===== config.mk =====
export PLATFORM = sky130hd
export DESIGN_NAME = uart_tx_engine
export DESIGN_NICKNAME = d
export VERILOG_FILES = /design/src/rtl/uart_tx_engine.sv
export SDC_FILE = /design/constraint.sdc
export NUM_CORES = 1
export LEC_CHECK = 0
export CAP_MARGIN = 20
export CORE_MARGIN = 2
export CORE_UTILIZATION = 49
export CTS_BUF_LIST = sky130_fd_sc_hd__clkbuf_4
export DETAILED_ROUTE_END_ITERATION = 6
export PLACE_DENSITY = 0.8
export SLEW_MARGIN = 15
export SYNTH_ARGS = -nofsm -noshare
export SYNTH_HDL_FRONTEND = slang
export SYNTH_SLANG_ARGS = --single-unit

===== constraint.sdc =====
create_clock -name clk -period 2.9 [get_ports clk]
set_input_delay 0.29 -clock clk [delete_from_list [all_inputs] [get_ports clk]]
set_output_delay 0.29 -clock clk [all_outputs]
set_load 0.03 [all_outputs]

===== src/rtl/uart_tx_engine.sv =====
// uart_tx_engine: drains the TX byte FIFO and serialises each byte as an async UART frame
module uart_tx_engine #(
   parameter logic [15:0] CLK_DIV   = 16'd347,
   parameter logic [1:0]  PARITY    = 2'd0,
   parameter logic [1:0]  STOP_BITS = 2'd1
) (
   input  logic       clk,
   input  logic       rst,
   input  logic       tx_en_i,
   input  logic [7:0] fifo_data_i,
   input  logic       fifo_empty_i,
   output logic       n_re_o,
   output logic       tx_o,
   output logic       busy_o,
   output logic       done_o
);
   localparam logic [2:0] IDLE   = 3'd0;
   localparam logic [2:0] FETCH  = 3'd1;
   localparam logic [2:0] LOAD   = 3'd2;
   localparam logic [2:0] START  = 3'd3;
   localparam logic [2:0] DATA   = 3'd4;
   localparam logic [2:0] PAR    = 3'd5;
   localparam logic [2:0] STOP   = 3'd6;
   localparam logic       PAR_EN = (PARITY == 2'd1) || (PARITY == 2'd2);
   localparam logic [2:0] LAST_STOP = (STOP_BITS == 2'd2) ? 3'd1 : 3'd0;
   logic [2:0]  state_q, state_d;
   logic [15:0] tmr_q, tmr_d;
   logic [2:0]  cnt_q, cnt_d;
   logic [7:0]  sh_q, sh_d;
   logic        par_q, par_d;
   logic        tx_q, tx_d;
   logic        n_re_q, n_re_d;
   logic        busy_q, busy_d;
   logic        done_q, done_d;
   logic        tick;
   assign tick = tmr_q == CLK_DIV - 16'd1;
   always_comb begin
      state_d = state_q;
      tmr_d   = tick ? 16'd0 : tmr_q + 16'd1;
      cnt_d   = cnt_q;
      sh_d    = sh_q;
      par_d   = par_q;
      case (state_q)
         IDLE: begin
            tmr_d = 16'd0;
            cnt_d = 3'd0;
            if (tx_en_i && !fifo_empty_i) state_d = FETCH;
         end
         FETCH: begin
            tmr_d   = 16'd0;
            state_d = LOAD;
         end
         LOAD: begin
            tmr_d   = 16'd0;
            sh_d    = fifo_data_i;
            par_d   = (PARITY == 2'd1) ? ~^fifo_data_i : ^fifo_data_i;
            state_d = START;
         end
         START: if (tick) state_d = DATA;
         DATA: if (tick) begin
            cnt_d   = (cnt_q == 3'd7) ? 3'd0 : cnt_q + 3'd1;
            state_d = (cnt_q != 3'd7) ? DATA : PAR_EN ? PAR : STOP;
         end
         PAR: if (tick) state_d = STOP;
         STOP: if (tick) begin
            cnt_d   = (cnt_q == LAST_STOP) ? 3'd0 : cnt_q + 3'd1;
            state_d = (cnt_q == LAST_STOP) ? IDLE : STOP;
         end
         default: state_d = IDLE;
      endcase
      // outputs are registered, so they are derived from the state being entered
      tx_d   = (state_d == START) ? 1'b0 : (state_d == DATA) ? sh_d[cnt_d] :
               (state_d == PAR) ? par_d : 1'b1;
      n_re_d = state_d != FETCH;
      busy_d = state_d != IDLE;
      done_d = (state_q == STOP) && (state_d == IDLE);
   end
   always_ff @(posedge clk or negedge rst) begin
      if (!rst) begin
         state_q <= IDLE;
         tmr_q   <= 16'd0;
         cnt_q   <= 3'd0;
         sh_q    <= 8'd0;
         par_q   <= 1'b0;
         tx_q    <= 1'b1;
         n_re_q  <= 1'b1;
         busy_q  <= 1'b0;
         done_q  <= 1'b0;
      end else begin
         state_q <= state_d;
         tmr_q   <= tmr_d;
         cnt_q   <= cnt_d;
         sh_q    <= sh_d;
         par_q   <= par_d;
         tx_q    <= tx_d;
         n_re_q  <= n_re_d;
         busy_q  <= busy_d;
         done_q  <= done_d;
      end
   end
   assign tx_o   = tx_q;
   assign n_re_o = n_re_q;
   assign busy_o = busy_q;
   assign done_o = done_q;
endmodule

# Yosys cells after proc, flatten, opt, wreduce, memory -nomap -nowiden
# Index checks and enable logic that the tools add are counted.
# op_classes
addsub	2
n_lt_le_gt_ge	1
n_eq_ne	13
muxes	22
n_reduce_logical	9
# op_table
op	n
16-bit 2-to-1 mux	2
3-bit 2-to-1 mux	10
3-bit case mux with 7 select lines	1
3-bit equality test, second input constant	6
16-bit by 1-bit adder with 16-bit output, second input constant	1
16-bit by 9-bit equality test with 1-bit output, second input constant	1
3-bit by 2-bit equality test with 1-bit output, second input constant	3
3-bit zero test	3
3-bit case mux with 3 select lines	1
8-bit 2-to-1 mux	1
8-bit parity	1
1-bit 2-to-1 mux	5
3-bit by 4-bit less-than comparator with 1-bit output, second input constant	1
3-bit by 1-bit adder with 3-bit output, second input constant	1
1-bit binary-select mux with 3-bit select	1
3-bit by 1-bit equality test with 1-bit output, second input constant	1
3-bit by 1-bit inequality test with 1-bit output, second input constant	1
3-bit inequality test, second input constant	1
3-bit nonzero test	1
3-bit OR reduction	1
1-bit logical AND	2
2-bit 2-to-1 mux	1
1-bit zero test	1
# totals
register_bits	35
input_bits	12
out_inout_bits	4
wordCells	56

# Logic depth before layout (Yosys ltp)
# depth
word_depth	8
ltp_mapped	11
mapped_depth_nobuf	9

# Worst setup path before layout
# No wires, ideal clock.
# synth_timing
path_type	register to register
startpoint	register tmr_q[0]
endpoint	register tx_q (netlist: tx_o)
setup_time_ns	0.077
t_arrival_ns	2.039
required_time_ns	2.823
slack_ns	0.784
stages_incl_launch_ff	12
cell_sequence	dfrtp_1 > inv_1 > ha_1 > and4b_2 > and4_1 > buf_6 > a221o_2 > buf_6 > mux2i_1 > nor3b_1 > a221oi_2 > a31oi_1
# synth_between
elab_chain_cells	7
# synth_lines
item	line_no	text
start, declared	27	logic [15:0] tmr_q, tmr_d;
start signal, assigned	91	tmr_q <= tmr_d;
16-bit by 9-bit equality test with 1-bit output (*)	36	assign tick = tmr_q == CLK_DIV - 16'd1;
3-bit 2-to-1 mux (on tied branches)	65, 60	
3-bit case mux with 3 select lines (*)	43	case (state_q)
via cnt_d[0]	28	logic [2:0] cnt_q, cnt_d;
1-bit binary-select mux with 3-bit select (*)	72	tx_d = (state_d == START) ? 1'b0 : (state_d == DATA) ? sh_d[cnt_d] :
1-bit 2-to-1 mux (not written as such) (*)	72	
1-bit 2-to-1 mux (*) (2 in series)	72	
via tx_d	31	logic tx_q, tx_d;
end signal, assigned	95	tx_q <= tx_d;
end, declared	31	
# The timed path passes the listed nets; every way through them passes the cells marked *. The select of a mux whose other input is x is not followed.

# Worst setup path in the final report
# layout_timing
startpoint	register state_q[2]
endpoint	register tx_q (netlist: tx_o)
# layout_between
elab_chain_cells	6
# layout_lines
item	line_no	text
start, declared	26	logic [2:0] state_q, state_d;
start signal, assigned	90	state_q <= state_d;
3-bit by 2-bit equality test with 1-bit output	43	
8-bit 2-to-1 mux	43	
via sh_d[0]	29	logic [7:0] sh_q, sh_d;
1-bit binary-select mux with 3-bit select	72	
1-bit 2-to-1 mux (not written as such)	72	
1-bit 2-to-1 mux (2 in series)	72	
via tx_d	31	
# The timed path passes the listed nets, and every way through them passes these cells. The select of a mux whose other input is x is not followed.

==> metrics.md <==
| Metric | Value |
|---|---|
| Max-slew violation count | `0` |
| Crit. End Element | `flip-flop` |
| PwrDens | `598 mW/mm²` |
| Clk sinks | `35` |
| Final cell count without fillers | `roughly 250` |
| Synth Instances | `around 180` |
| Htree depth | `2` |
| Starting density of the core | `0.517` |
| Final net count | `213` |
| Status | `completed` |
| Die width | `66.4 µm` |
| Total Wirelength | `3.25 mm` |
| CTS Buf Count | `5` |
| GRT Total Usage | `0.172` |
| Place WS | `around 0.6 ns` |
| Row Count | `22` |
| First-pass GRT wire length | `roughly 5.7 mm` |
| Post-CTS setup buffers | `0` |
| Hold-fix buffers, CTS | `0` |
| Core Footprint | `0.00369 mm²` |
| Leading area contributor after synthesis | `dfrtp_1` |
| Clk slew on worst S/H paths | `~0.10 ns` |
| Clock latency on the worst-skew pair | `between 0.3 and 0.4 ns` |
| RSZ-0062 raised after global routing | `no` |
| Die span in y | `66.4 µm` |
| DP Cell Count | `between 200 and 250` |
| Synth warn | `0` |
| Post-synthesis sequential area ratio | `0.461` |
| Worst Hold Class | `input pin to asynchronous set/reset pin` |
| Gr ovfl total | `0` |
| Die Footprint | `0.00440 mm²` |
| Synth Area in Compound Gates | `0.0880` |
| CTS tree | `done` |
| Mapped Area | `about 0.0019 mm²` |
| Largest net degree at the start of global routing | `36` |
| Final period util | `0.824` |
| Most common cell after layout, fill and taps aside | `dfrtp_1` |
| Main combinational cell family by area after synthesis | `simple AND/OR/NAND/NOR gates` |
| Detailed-route DRC error count | `0` |
| Number of synthesized flops with an enable pin | `0` |
| Skew final | `around 0.0096 ns` |
| Largest cells by area after synthesis | `dfrtp_1 43%, mux2_2 4.7%, xnor2_1 4.6%` |
| Area after DPL | `0.00207 mm²` |
| Gpl congestion | `0.808` |
| Worst-path maximum fanout | `15` |
| Port bufs | `15` |
| Worst-margin pin slew | `roughly 0.54 ns` |
| Final Worst Setup Slack | `0.512 ns` |
| Critical path class | `flip-flop to flip-flop` |
| Post-route setup TNS | `0 ns` |
| Total power | `1.28 mW` |
| Xor/xnor share of the synthesized area | `0.0873` |
| Setup Viol. Count Final | `0` |
| Post-Synth Adder-Cell Area | `0.0328` |
| CTS resizes | `0` |
| P&R area growth vs syn | `11.9%` |
| Final hold vios | `0` |
| Max-Cap Viols | `0` |
| Critical Path RT | `3.15 ns` |
| Layout cells sized above 1 | `0.157` |
| Post-synth top flop | `dfrtp_1` |
| Maximum clock rate | `419 MHz` |
| Starting DRC count in detailed routing | `46` |
| Antenna Nets Post-Route | `0` |
| Via density | `5.54` |
| Post-Synth Simple-Gate Area | `0.234` |
| Root Driver | `clkbuf_4` |
| Yosys top cell area share | `0.433` |
| CTS Buffer Depth | `2` |
| Avg Cell Area, Syn | `10.6 µm²` |
| VDD IR max | `0.338 mV` |
| N_diodes | `0` |
| #FFs+latches synth | `35` |
| Period minus WS final | `2.39 ns` |
| Post-detail-place hpwl | `2.34 mm` |
| Distinct cells, synth | `47` |
| Commonest non-fill, non-tap cells in the layout | `33 x dfrtp_1, 21 x nor2_1, 15 x clkdlybuf4s50_1, 11 x nand3_1` |
| Vias | `1357` |
| IO Pins | `16` |
| Async SR Flop Fraction | `1.00` |
| Post-route cell area | `approximately 0.0021 mm²` |
| Crit path DAT | `2.64 ns` |
| Avg WL per Cell | `13.3 µm` |
| Startpoint types | `flip-flop` |
| Multiplexer share of the synthesized area | `0.0578` |
| Vias in the first global route | `1283` |
| Syn_nets | `196` |
| Drt first pass iters | `4` |
| Leak Pwr | `0.906 nW` |
| Slew HR | `0.638` |
| Layout fillers | `339` |
| Initial antenna violation count | `0` |
## layer usage
| metal | wire, µm | track usage | vias to the layer above |
|---|---|---|---|
| met2 | 1550 | 0.283 | 26 |
| met1 | 1490 | 0.217 | 659 |
| met5 | 0 | 0 | - |
| met4 | 55 | 0.0561 | 0 |
| met3 | 152 | 0.0494 | 7 |
| li1 | - | - | 665 |
## flip-flops by register name (all words and copies together) (netlist names)
| name | count |
|---|---|
| tmr_q | 16 |
| sh_q | 8 |
| cnt_q | 3 |
| state_q | 3 |
| busy_o | 1 |
| done_o | 1 |
| n_re_o | 1 |
| par_q | 1 |
| tx_o | 1 |
## layout make-up
type | count | area (µm²) | share of cell area
Clock buffer | 6 | 45.0 | 0.0211
Clock inverter | 2 | 12.5 | 0.00587
Inverter | 7 | 26.3 | 0.0123
Multi-Input combinational cell | 131 | 952 | 0.447
Sequential cell | 35 | 878 | 0.412
Tap cell | 48 | 60.1 | 0.0282
Timing Repair Buffer | 16 | 158 | 0.0739
## synth_stat cells (2+ instances only)
cell type and instances:
xor2_1 9, nand2_1 10, and4_1 2, ha_1 5, or3_1 3, nor3_1 4, nand2b_1 2, nor2_1 21
mux2_2 8, inv_1 7, mux2i_1 2, buf_6 2, and3_1 4, clkbuf_1 2, nand3_1 11, xnor2_1 10
dfrtp_1 33, nand4_1 2, o21ai_0 4, a21oi_1 6, nor3b_1 4, dfstp_2 2, a31oi_1 2
## per-stage QoR
step | hold slack, ns | util
6_report | 0.360 | 0.578
5_1_grt | 0.378 | 0.578
4_1_cts | 0.372 | 0.578
3_5_place_dp | 0.479 | 0.562
3_3_place_gp | 0.476 | 0.562
2_1_floorplan | -0.00559 | -
## final timing paths
check / startpoint / to / slack [ns] / cells after the start
min in group clk: sh_q[7]$_DFF_PN0_ / sh_q[7]$_DFF_PN0_ / 0.50 / 1
worst max-delay path: state_q[2]$_DFF_PN0_ / tx_o$_DFF_PN1_ / 0.51 / 7
worst min register to register: sh_q[7]$_DFF_PN0_ / sh_q[7]$_DFF_PN0_ / 0.50 / 1
max in group asynchronous: rst / tx_o$_DFF_PN1_ / 2.20 / 2
worst min-delay path: rst / done_o$_DFF_PN0_ / 0.36 / 2
worst max register to register: state_q[2]$_DFF_PN0_ / tx_o$_DFF_PN1_ / 0.51 / 7
## power breakdown
part | switching, mW | internal [mW] | total [mW] | leakage [nW]
sequential | 0.0653 | 0.591 | 0.657 | 0.442
combinational | 0.180 | 0.179 | 0.359 | 0.433
clock | 0.156 | 0.103 | 0.259 | 0.0317
## critical path: stages, from the launching register on
cell      delay [ns]
dfrtp_1         0.54
or2b_1          0.34
nor2_2          0.39
mux2_2          0.42
nor2_1          0.10
nor3_1          0.06
a221oi_2        0.32
a31oi_1         0.13
## kinds of logic (layout without fill, tap and decap cells)
| kind of cell | Yosys count | in the layout |
|---|---|---|
| compound gates | 22 | 22 |
| fa+ha+maj | 5 | 5 |
| simple gates | 75 | 75 |
| xor+xnor | 19 | 19 |
| mux | 10 | 10 |
| flops | 35 | 35 |
| buf+inv | 13 | 31 |
(Power assumes the default switching activity.)
==> RTL change (same flow settings) <==
`sh_q` no longer has a reset.
--- a/src/rtl/uart_tx_engine.sv
+++ b/src/rtl/uart_tx_engine.sv
@@ -80,7 +80,6 @@
          state_q <= IDLE;
          tmr_q   <= 16'd0;
          cnt_q   <= 3'd0;
-         sh_q    <= 8'd0;
          par_q   <= 1'b0;
          tx_q    <= 1'b1;
          n_re_q  <= 1'b1;
@@ -90,7 +89,6 @@
          state_q <= state_d;
          tmr_q   <= tmr_d;
          cnt_q   <= cnt_d;
-         sh_q    <= sh_d;
          par_q   <= par_d;
          tx_q    <= tx_d;
          n_re_q  <= n_re_d;
@@ -98,6 +96,10 @@
          done_q  <= done_d;
       end
    end
+
+   always_ff @(posedge clk) begin
+      sh_q <= sh_d;
+   end
    assign tx_o   = tx_q;
    assign n_re_o = n_re_q;
    assign busy_o = busy_q;
Check against the original RTL: same outputs for any inputs over 10 cycles, from zero or initial values and one cycle with rst low; that may be too few to reach the edited logic, so the function may still have changed.
==> RTL change against the original RTL <==
  * Global-route usage about the same
  * Critical path type unchanged
  * Wire length increased by 0.74%
  * Worst setup slack better by 0.071 ns
  * Total power rose by 14%
  * Synthesized area is 2.1% lower
  * Non-clock buffer count unchanged
  * Final area rose by 0.35%
  * Sequential cell count unchanged
  * Worst hold slack got worse by 0.060 ns
  * Synthesized cell count did not move
  * Via count is 3.0% lower
==> RTL change: results <==
[power_and_ir_drop]
p_leak_nw = 0.898
worst_voltage_drop_across_the_vdd_grid_mv = 0.431
p_sw_share_pct = 28.3

[worst_setup_path]
worstPathMaxFanout = 15
r2r_setup_slk_ns = 0.58
worst-endpoint-arrival_ns = 2.60
reg_to_reg_critical_path_startpoint = "state_q[2]"
rr_worst_depth = 7

[synthesis]
synth.area.top_cells = "dfrtp_1, dfxtp_1, mux2_2"
ys_types = 48
synth-warning-count = 0
synth_sequential_area_ratio_pct = 44.9
asyncSetResetFlopFracSynth_pct = 77.1
most_frequent_cells_after_synthesis = "dfrtp_1, nor2_1, nand3_1"

[finish]
post_route_cells_drive_above_1_share_pct = 15.7
filler_cell_count = 312
fin_nets = 213

[place]
gp_routability_congestion = 0.884
final_hpwl_from_detailed_placement_um = 2370
place_worst_setup_slack_ns = 0.595

[routing]
num_vias = 1316
routed_wire_length_per_instance_um = 13.4
detailedRoute.firstIterationViolations = 176
drtPass1Iterations = 5

[run_status]
run_status = "finished clean"

[hold_path]
hold_class = "primary input to async pin"

[grt]
groute.usage.overall_pct = 17.1
grt_max_degree = 28
grt_first_pass_wirelength_um = 5640

[clocking]
cts_max_path_buffers = 2
cts.repair_timing.setup_buffer_count = 0
cts-root-buf = "clkbuf_4"
clock_insertion_delay_worst_skew_ns = 0.35
clkTransAtPathRegs_ns = 0.12
cts.htree.levels = 2

[sta]
slew_headroom_pct = 66.4
hold_slack_ns = 0.300
clock-skew-final_ns = 0.0104
## RTL change: cell types whose count changed after synthesis
| cell | unedited run | this run |
|---|---|---|
| dfrtp_1 | 33 | 25 |
| dfxtp_1 | 0 | 8 |
## RTL change: cell type report
type                    instances  share of cell area (%)
flip-flops and latches         35                    39.2
repair buffers                 16                    7.37
clock buffers                   5                    1.75
well taps                      48                    2.81
clock inverters                 3                    3.16
multi-input cells             131                    44.5
inverters                       7                    1.23
## RTL change: cells by family (layout without fill, tap and decap cells)
family | after synthesis | after routing | synth area share, %
simple gates | 75 | 75 | 23.9
fa+ha+maj | 5 | 5 | 3.35
xor+xnor | 19 | 19 | 8.92
mux | 10 | 10 | 5.90
flops | 35 | 35 | 44.9
buf+inv | 13 | 31 | 4.02
compound gates | 22 | 22 | 8.99
## RTL change: routing by layer
layer | GRT usage [%] | share of wire [%]
met1 | 22.7 | 50
met4 | 7.81 | 1.7
met3 | 4.62 | 3.5
met2 | 26.0 | 45
met5 | 0 | 0
## RTL change: critical path: stages, from the launching register on
cell and delay, ns:
dfrtp_1 0.55, or2b_1 0.34, nor2_2 0.39, mux2_2 0.43
nor2_1 0.11, nor3_1 0.07, a221oi_2 0.27, a31oi_1 0.10
## RTL change: worst max path at each step
stage                           from    to  slack, ns  depth (start not counted)
after floorplan             tmr_q[0]  tx_o       0.78                         11
after global placement    state_q[2]  tx_o       0.62                          7
after detailed placement  state_q[2]  tx_o       0.60                          7
after CTS                 state_q[2]  tx_o       0.60                          7
after global routing      state_q[2]  tx_o       0.37                          7
final                     state_q[2]  tx_o       0.58                          7
## RTL change: through the flow
step / area [sq um] / utilization (%) / cells
2_1_floorplan: 1870 / - / 179
3_3_place_gp: 2030 / 55.6 / 237
3_5_place_dp: 2030 / 55.6 / 237
4_1_cts: 2140 / 58.4 / 245
5_1_grt: 2140 / 58.4 / 245
6_report: 2140 / 58.4 / 245
## RTL change: power by group through the flow
stage | logic, mW | registers [mW] | clock network (mW)
6_report | 0.351 | 0.659 | 0.440
5_1_grt | 0.392 | 0.676 | 0.468
4_1_cts | 0.354 | 0.659 | 0.444
3_5_place_dp | 0.352 | 0.668 | 0
3_3_place_gp | 0.342 | 0.665 | 0
2_1_floorplan | 0.284 | 0.650 | 0
